[src/rtl/execute_stage_pipe.sv]
// execute_stage_pipe: RV32I/RV64I execute stage with forwarding, branch/jump redirect and EX/MEM register.
// Define EX_MUL_EN to add the iterative shift-add multiplier FSM.
module execute_stage_pipe #(
    parameter int XLEN     = 32,
    parameter int MUL_STEP = 4
) (
    input  logic            clk,
    input  logic            rst,
    input  logic            valid_e,
    input  logic            flush_e,
    input  logic            stall_m,
    input  logic            reg_write_e,
    input  logic            mem_write_e,
    input  logic            alu_src_e,
    input  logic            branch_e,
    input  logic            jump_e,
    input  logic            jalr_e,
    input  logic            mul_e,
    input  logic [1:0]      result_src_e,
    input  logic [3:0]      alu_ctrl_e,
    input  logic [2:0]      br_funct3_e,
    input  logic [1:0]      fwd_a_e,
    input  logic [1:0]      fwd_b_e,
    input  logic [4:0]      rd_e,
    input  logic [XLEN-1:0] rd1_e,
    input  logic [XLEN-1:0] rd2_e,
    input  logic [XLEN-1:0] pc_e,
    input  logic [XLEN-1:0] pc_plus4_e,
    input  logic [XLEN-1:0] imm_ext_e,
    input  logic [XLEN-1:0] result_w,
    output logic            ex_busy,
    output logic            pc_src_e,
    output logic [XLEN-1:0] pc_target_e,
    output logic            valid_m,
    output logic            reg_write_m,
    output logic            mem_write_m,
    output logic [1:0]      result_src_m,
    output logic [4:0]      rd_m,
    output logic [XLEN-1:0] alu_result_m,
    output logic [XLEN-1:0] write_data_m,
    output logic [XLEN-1:0] pc_plus4_m
);
    localparam int SH = $clog2(XLEN);
    logic [XLEN-1:0] src_a, fwd_b, src_b, alu_y, res_e, jalr_sum;
    logic            eq, lt_s, lt_u, taken, busy;

    assign src_a = fwd_a_e == 2'b01 ? result_w : fwd_a_e == 2'b10 ? alu_result_m : rd1_e;
    assign fwd_b = fwd_b_e == 2'b01 ? result_w : fwd_b_e == 2'b10 ? alu_result_m : rd2_e;
    assign src_b = alu_src_e ? imm_ext_e : fwd_b;
    assign eq    = src_a == fwd_b;
    assign lt_s  = $signed(src_a) < $signed(fwd_b);
    assign lt_u  = src_a < fwd_b;
    assign taken = br_funct3_e == 3'b000 ? eq   : br_funct3_e == 3'b001 ? ~eq :
                   br_funct3_e == 3'b100 ? lt_s : br_funct3_e == 3'b101 ? ~lt_s :
                   br_funct3_e == 3'b110 ? lt_u : br_funct3_e == 3'b111 ? ~lt_u : 1'b0;

    always_comb begin
        alu_y = '0;
        case (alu_ctrl_e)
            4'd0: alu_y = src_a + src_b;
            4'd1: alu_y = src_a - src_b;
            4'd2: alu_y = src_a & src_b;
            4'd3: alu_y = src_a | src_b;
            4'd4: alu_y = src_a ^ src_b;
            4'd5: alu_y = src_a << src_b[SH-1:0];
            4'd6: alu_y = src_a >> src_b[SH-1:0];
            4'd7: alu_y = $signed(src_a) >>> src_b[SH-1:0];
            4'd8: alu_y = {{(XLEN-1){1'b0}}, $signed(src_a) < $signed(src_b)};
            4'd9: alu_y = {{(XLEN-1){1'b0}}, src_a < src_b};
            default: alu_y = '0;
        endcase
    end

    assign jalr_sum    = src_a + imm_ext_e;
    assign pc_target_e = jalr_e ? {jalr_sum[XLEN-1:1], 1'b0} : pc_e + imm_ext_e;
    assign pc_src_e    = valid_e & ~flush_e & ~busy & ~stall_m & (jump_e | (branch_e & taken));
    assign ex_busy     = busy;

`ifdef EX_MUL_EN
    localparam int STEPS = XLEN / MUL_STEP;
    localparam int CW    = $clog2(STEPS) + 1;
    typedef enum logic [1:0] {IDLE, RUN, DONE} state_t;
    state_t          state, state_n;
    logic [XLEN-1:0] mcand, mplier, acc;
    logic [CW-1:0]   cnt;
    logic            start;

    assign start = valid_e & mul_e & ~flush_e;

    always_ff @(posedge clk or posedge rst) begin
        if (rst) state <= IDLE;
        else     state <= state_n;
    end

    always_comb begin
        state_n = state;
        case (state)
            IDLE:    state_n = start ? RUN : IDLE;
            RUN:     state_n = flush_e ? IDLE : cnt == CW'(STEPS - 1) ? DONE : RUN;
            DONE:    state_n = (flush_e | ~stall_m) ? IDLE : DONE;
            default: state_n = IDLE;
        endcase
    end

    // Busy covers the launch cycle plus every RUN cycle; DONE lets the product through.
    always_comb begin
        busy = (state == RUN) | ((state == IDLE) & start);
    end

    always_ff @(posedge clk or posedge rst) begin
        if (rst) begin
            mcand  <= '0;
            mplier <= '0;
            acc    <= '0;
            cnt    <= '0;
        end else if (state == IDLE && start) begin
            mcand  <= src_a;
            mplier <= src_b;
            acc    <= '0;
            cnt    <= '0;
        end else if (state == RUN) begin
            acc    <= acc + mcand * XLEN'(mplier[MUL_STEP-1:0]);
            mcand  <= mcand << MUL_STEP;
            mplier <= mplier >> MUL_STEP;
            cnt    <= cnt + CW'(1);
        end
    end

    assign res_e = mul_e ? acc : alu_y;
`else
    logic unused_mul;
    assign unused_mul = mul_e;
    assign busy       = 1'b0;
    assign res_e      = alu_y;
`endif

    always_ff @(posedge clk or posedge rst) begin
        if (rst) begin
            valid_m      <= 1'b0;
            reg_write_m  <= 1'b0;
            mem_write_m  <= 1'b0;
            result_src_m <= '0;
            rd_m         <= '0;
            alu_result_m <= '0;
            write_data_m <= '0;
            pc_plus4_m   <= '0;
        end else if (!stall_m) begin
            if (flush_e || busy || !valid_e) begin
                valid_m     <= 1'b0;
                reg_write_m <= 1'b0;
                mem_write_m <= 1'b0;
            end else begin
                valid_m      <= 1'b1;
                reg_write_m  <= reg_write_e;
                mem_write_m  <= mem_write_e;
                result_src_m <= result_src_e;
                rd_m         <= rd_e;
                alu_result_m <= res_e;
                write_data_m <= fwd_b;
                pc_plus4_m   <= pc_plus4_e;
            end
        end
    end
endmodule

[config.mk]
export PLATFORM = sky130hd
export DESIGN_NAME = execute_stage_pipe
export DESIGN_NICKNAME = d
export VERILOG_FILES = /design/src/rtl/execute_stage_pipe.sv
export SDC_FILE = /design/constraint.sdc
export NUM_CORES = 1
export LEC_CHECK = 0
export ABC_AREA = 1
export BUFFER_PORTS_ARGS = -buffer_cell sky130_fd_sc_hd__buf_2
export CAP_MARGIN = 30
export CORE_MARGIN = 8
export CORE_UTILIZATION = 30
export CTS_CLUSTER_SIZE = 30
export DETAILED_ROUTE_END_ITERATION = 7
export GPL_ROUTABILITY_DRIVEN = 1
export GPL_TIMING_DRIVEN = 0
export HOLD_SLACK_MARGIN = 0.12
export MAX_ROUTING_LAYER = met4
export PLACE_DENSITY = 0.44
export SYNTH_ARGS = -nofsm -noshare
export SYNTH_HDL_FRONTEND = slang
export SYNTH_SLANG_ARGS = --single-unit
[constraint.sdc]
create_clock -name clk -period 9.95 [get_ports clk]
set_input_delay 0.995 -clock clk [delete_from_list [all_inputs] [get_ports clk]]
set_output_delay 0.995 -clock clk [all_outputs]
set_load 0.01 [all_outputs]
# Word-level counts from Yosys, hierarchy flattened

Index checks and enable logic that the tools add are counted.

Flip-flop bits (word level): 106
Bits in latches: 0
Bits in writable memories: 0
Bits in read-only memories: 0
Input bits: 222
Output and inout port bits: 140
Word-level logic and storage cells: 73
Memories: 0

Add/subtract/negate cells: 4
Multiply operators: 0
Div/mod/pow operators: 0
Order comparisons: 4
Eq/ne operators: 19
Shifts and indexed selects: 3
Muxes and demuxes: 16
Bitwise gates (word level): 14
Reduce and logical (&&, ||, !) cells: 5

Operators with widths:

| operator                                             | number |
|---|---|
| one-hot mux 32 bit (10 select lines)                 | 1 |
| 2-to-1 mux 32 bit                                    | 6 |
| less-than comparator 32 bit                          | 4 |
| adder 32 bit                                         | 3 |
| AND 32 bit                                           | 1 |
| equality test 32 bit                                 | 1 |
| OR 32 bit                                            | 1 |
| left shift 32 x 5 -> 32 bit                          | 1 |
| >> shifter 32 x 5 -> 32 bit                          | 1 |
| >>> shifter 32 x 5 -> 32 bit                         | 1 |
| subtractor 32 bit                                    | 1 |
| bitwise XOR 32 bit                                   | 1 |
| equality test 4 x 3 -> 1 bit (second input constant) | 4 |
| equality test 3 bit (second input constant)          | 4 |
| 2-to-1 mux 1 bit                                     | 9 |
| equality test 4 x 2 -> 1 bit (second input constant) | 2 |
| equality test 4 bit (second input constant)          | 2 |
| NOT 1 bit                                            | 6 |
| AND 1 bit                                            | 4 |
| equality test 2 x 1 -> 1 bit (second input constant) | 2 |
| equality test 2 bit (second input constant)          | 2 |
| equality test 4 x 1 -> 1 bit (second input constant) | 1 |
| zero test 4 bit                                      | 1 |
| equality test 3 x 1 -> 1 bit (second input constant) | 1 |
| 5 further kinds                                      | 5 |

# Depth between registers and ports, before layout

Word-level depth: 14
Mapped depth: 31
Gate-level depth less buffers: 29

# Least setup slack after synthesis

OpenSTA, ideal clock, no wires.

Kind: input-to-output
Start point: input fwd_a_e[1]
End point: output pc_target_e[24]
Arrival time: 3,644 ps
Setup slack: 5,311 ps
Stages: 21
Path through: buf_6 inv_4 nand2_4 buf_4 or2_2 nand2_1 inv_1 ha_1 nand2_1 nand2_1 o21ai_0 o21ai_0 a21oi_1 inv_1 a21oi_1 inv_1 nand2_1 o21ai_0 xor2_1 nand2_1 nand2_1

Longest elaborated chain between the ends: 5
Elaborated cells on any way between the ends: 6
Those cells by class: add/sub (1); eq/ne (2); mux (3)

RTL lines:

| item                  | line | text |
|---|---|---|
| start, declared       | 22   | `input logic [1:0] fwd_a_e,` |
| equality test 2 bit   | 47   | `assign src_a = fwd_a_e == 2'b01 ? result_w : fwd_a_e == 2'b10 ? alu_result_m : rd1_e;` |
| 2-to-1 mux 32 bit     | 47   |  |
| 2-to-1 mux 32 bit (*) | 47   |  |
| adder 32 bit (*)      | 74   | `assign jalr_sum = src_a + imm_ext_e;` |
| 2-to-1 mux 32 bit (*) | 75   | `assign pc_target_e = jalr_e ? {jalr_sum[XLEN-1:1], 1'b0} : pc_e + imm_ext_e;` |
| end, declared         | 33   | `output logic [XLEN-1:0] pc_target_e,` |

Mark *: on every way between the ends. The rest lies on a longest branch, timed or not.

# Final worst setup path

Start point: input fwd_a_e[0]
End point: output pc_target_e[28]

The elaborated chain is that of the path after synthesis.

==> results.py <==
metrics = {
    "logic_synthesis": {
        "ys_warn_count": 0,
        "synth.distinct_cells": 52,
        "yosysTopAreaCellShare_pct": 21.6,
        "yosysSeqAreaShare_pct": 13.5,
        "syn_nets": 3935,
        "synth.area.top_cells": "nand2_1, dfrtp_1, ha_1",
        "syn_avg_cell_area_um2": 5.60,
        "synth_largest_area_cell": "nand2_1",
        "syn-cell-area_um2": 19700,
        "synth_cells": 3518,
        "ys_ff_latch": 106,
        "synth_ff_type": "dfrtp_1",
        "synth_edf_count": 0,
        "async_flop_share_pct": 100,
    },
    "grt": {
        "grtUsageMet1_pct": 45.3,
        "use_met2_pct": 52.7,
        "track_usage_pct": 34.8,
        "overflow": 0,
        "grt_pass1_wl_um": 184000,
        "grt_pass1_vias": 25508,
        "grtUsageMet3_pct": 7.12,
        "busiest_layer": "met2",
        "antenna_found_initial": 20,
        "grt_start_max_net_pins": 72,
    },
    "sta": {
        "min_period_ns": 6.72,
        "final.period_utilization_pct": 67.5,
        "rsz0062_at_grt": "false",
        "maxSlewViolCount": 0,
        "hold_violations": 0,
        "fin_setup_tns_ns": 0,
        "tightest_slew_ns": 1.10,
        "fmax_ghz": 0.149,
        "fin_skew_ns": 0.0161,
        "setup_violations": 0,
        "slew_headroom_pct": 26.0,
    },
    "critical_path": {
        "slowest_stage": "o21ai_0",
        "crit_family": "compound AO/OA/AOI/OAI gates",
        "critPathBufInv": 5,
        "worst_path_largest_cell_delay_ns": 0.77,
        "crit_path_max_fanout": 10,
        "worstPathRequired_ns": 8.96,
        "crit_arrival_ns": 5.72,
        "critPathLaunchType": "input pin",
        "cp_common_cell": "nand2_1",
        "path_cells": "buf_2 > inv_2 > nand2_4 > buf_4 > nand2_1 > nand3_1 > nand2_1 > inv_1 > ha_1 > nand2_1 > nand2_1 > o21ai_0 > o21ai_0 > a21oi_1 > o21ai_0 > nand4_1 > nand2_1 > a21oi_1 > o21ai_0 > nand2_1 > buf_2",
        "path_class": "in2out",
        "crit_path_end_kind": "output pin",
        "r2r_setup_slack_ns": 4.18,
    },
    "worst_hold_path": {
        "hp-class": "reg2reg",
    },
    "clock_tree": {
        "htree_levels": 3,
        "tritoncts": "done",
        "clk_pin_slew_ns": 0.10,
        "clk_latency_ns": 0.38,
        "cts_sinks": 106,
        "numCtsBuffers": 9,
        "clock-root-buffer": "clkbuf_16",
        "cts_setup_buffers": 0,
        "hold_buffers": 0,
        "clockBufferDepth": 2,
        "cts_resized": 0,
    },
    "detailed_routing": {
        "vias": 26993,
        "firstDrtPassIters": 7,
        "routed_wl_um": 133000,
        "dr.first_iter.drc_count": 3456,
        "vias_per_cell": 5.64,
        "post-route-drc-count": 0,
        "avgRoutedWirePerCell_um": 27.8,
        "antenna_left": 0,
    },
    "placed_design": {
        "dpl-instance-area_um2": 22700,
        "port_buffers": 355,
        "place_congestion": 1.04,
        "post-dp-hpwl_um": 112000,
        "placed_cells": 4749,
    },
    "floorplanning": {
        "io_pins": 362,
        "chipWidth_um": 272,
        "rows": 94,
        "die_h_um": 272,
        "dieArea_um2": 74200,
        "core_area_um2": 65400,
        "start_util_pct": 30.1,
    },
    "cells_and_area": {
        "layout.nets": 4313,
        "instances_no_fill": 4783,
        "areaGrowthSynthToFinish_pct": 16.9,
        "drive_above_1_share_pct": 13.4,
        "final_area_um2": 23100,
        "final_util_pct": 35.3,
    },
    "power": {
        "power-per-cell-area_nw_per_um2": 131,
        "power_mw": 3.02,
        "p_leak_nw": 12.3,
        "ir_worst_vdd_uv": 83.1,
    },
    "run_status": {
        "status": "finished, final reports clean",
    },
    "run": {
        "drv_cap": 0,
    },
}
-- per-stage QoR --
step / worst slack (ns) / hold WS (ns)
final: 3.23 / 0.485
after global placement: 3.06 / 0.459
after floorplan: 5.31 / 0.512
after CTS: 3.52 / 0.484
after detailed placement: 3.33 / 0.460
after global routing: 3.02 / 0.502
-- kinds of logic (layout without fill, tap and decap cells) --
logic type | after synthesis | in the layout | share of synthesized area, %
adders and majority gates | 195 | 195 | 12.5
DFF | 106 | 106 | 13.5
and+or+nand+nor | 1981 | 1981 | 42.7
AOI/OAI and AO/OA | 711 | 711 | 19.7
xor gates and xnor gates | 21 | 21 | 0.933
other | 1 | 19 | 0.0190
buffers and inverters | 502 | 885 | 10.5
muxes | 1 | 1 | 0.0571
-- final timing paths --
kind,startpoint,to,cells after the start
setup reg to reg,alu_result_m[4],alu_result_m[19],24
setup / recovery,fwd_a_e[0],pc_target_e[28],21
min in group asynchronous,rst,pc_plus4_m[0],2
max in group asynchronous,rst,write_data_m[14],3
hold reg to reg,pc_plus4_m[25],pc_plus4_m[25],2
hold / removal,pc_plus4_m[25],pc_plus4_m[25],2
-- area by class of cell --
cell class | count | area [um2]
clock inverter | 7 | 96.3
buffer | 151 | 754
multi-input combinational | 2910 | 15000
antenna | 18 | 45.0
timing repair buffer | 367 | 1890
inverter | 351 | 1330
tap | 864 | 1080
sequential | 106 | 2650
fill | 7788 | 42300
clock buffer | 9 | 225
-- cell usage in the layout (no fill, tap or decap), types with 21 or more instances in the layout --
cell,n
inv_1,331
o211ai_1,21
nor3_1,28
ha_1,191
dfrtp_1,106
nand2_1,1137
a21oi_1,263
buf_2,397
nand3_1,462
o21bai_1,21
o21ai_1,39
nor2_1,231
o21ai_0,274
clkbuf_1,79
nand4_1,39
-- report_power, final --
group | switching, mW | internal [mW] | total (mW)
logic | 1.46 | 0.570 | 2.03
registers | 0.0827 | 0.506 | 0.589
clock network | 0.216 | 0.185 | 0.401
total | 1.76 | 1.26 | 3.02
-- cell usage after synthesis (2+ instances only) --
cell type  number
nor2_1        231
o21ai_0       275
o22ai_1        19
o221ai_1        7
o2111ai_1       3
buf_4          14
or2_0          13
nor4_1         10
a21boi_0        6
o21a_1         13
inv_2          15
nand2_1      1137
a211oi_1        4
clkbuf_1       79
inv_1         332
a31oi_1        14
dfrtp_1       106
nand3b_1        4
o211ai_1       21
nor3_1         28
nand2_4         4
o21ai_1        38
o21bai_1       21
nor2_2          5
fa_1            4
xor2_1         16
a22o_1          2
or2_2          14
clkinv_1        3
buf_1           8
buf_6          10
o21ai_2         4
nand2_2        19
or2_1           4
ha_1          191
a221oi_1       11
nand3_2         8
buf_2          39
a21o_1          8
nand3_1       462
xnor2_1         5
a21oi_1       263
nand4_1        39
-- per-layer routing --
| metal | wire [um] | up-vias | share of wire, % |
|---|---|---|---|
| li1 | - | 12487 | - |
| met1 | 55900 | 12707 | 42 |
| met3 | 13200 | 230 | 9.9 |
| met4 | 6230 | 0 | 4.7 |
| met5 | 0 | - | 0 |
| met2 | 57400 | 1569 | 43 |
-- worst reg2reg max path, cell delays in order (launching register included) --
cell      delay [ns]
dfrtp_1         0.43
nand2_1         0.09
nand3_1         0.12
o211ai_1        0.30
nand2_1         0.24
inv_2           0.29
buf_1           0.84
ha_1            0.39
clkbuf_1        0.22
o21ai_0         0.43
nor2_1          0.08
a21oi_1         0.38
nand2_1         0.14
nand2_1         0.19
nand2_1         0.11
nand2_1         0.09
nand2_1         0.06
nand3_1         0.08
nand2_1         0.06
nor2_1          0.51
nand2_1         0.12
inv_1           0.08
nand3_1         0.24
nand2_1         0.15
nand2_1         0.05
-- state kept, by name, indices dropped and copies added, names as in the netlist --
register,flops
alu_result_m,32
mem_write_m,1
pc_plus4_m,32
rd_m,5
reg_write_m,1
result_src_m,2
valid_m,1
write_data_m,32
Note: power is estimated with default switching activity, not from simulation.
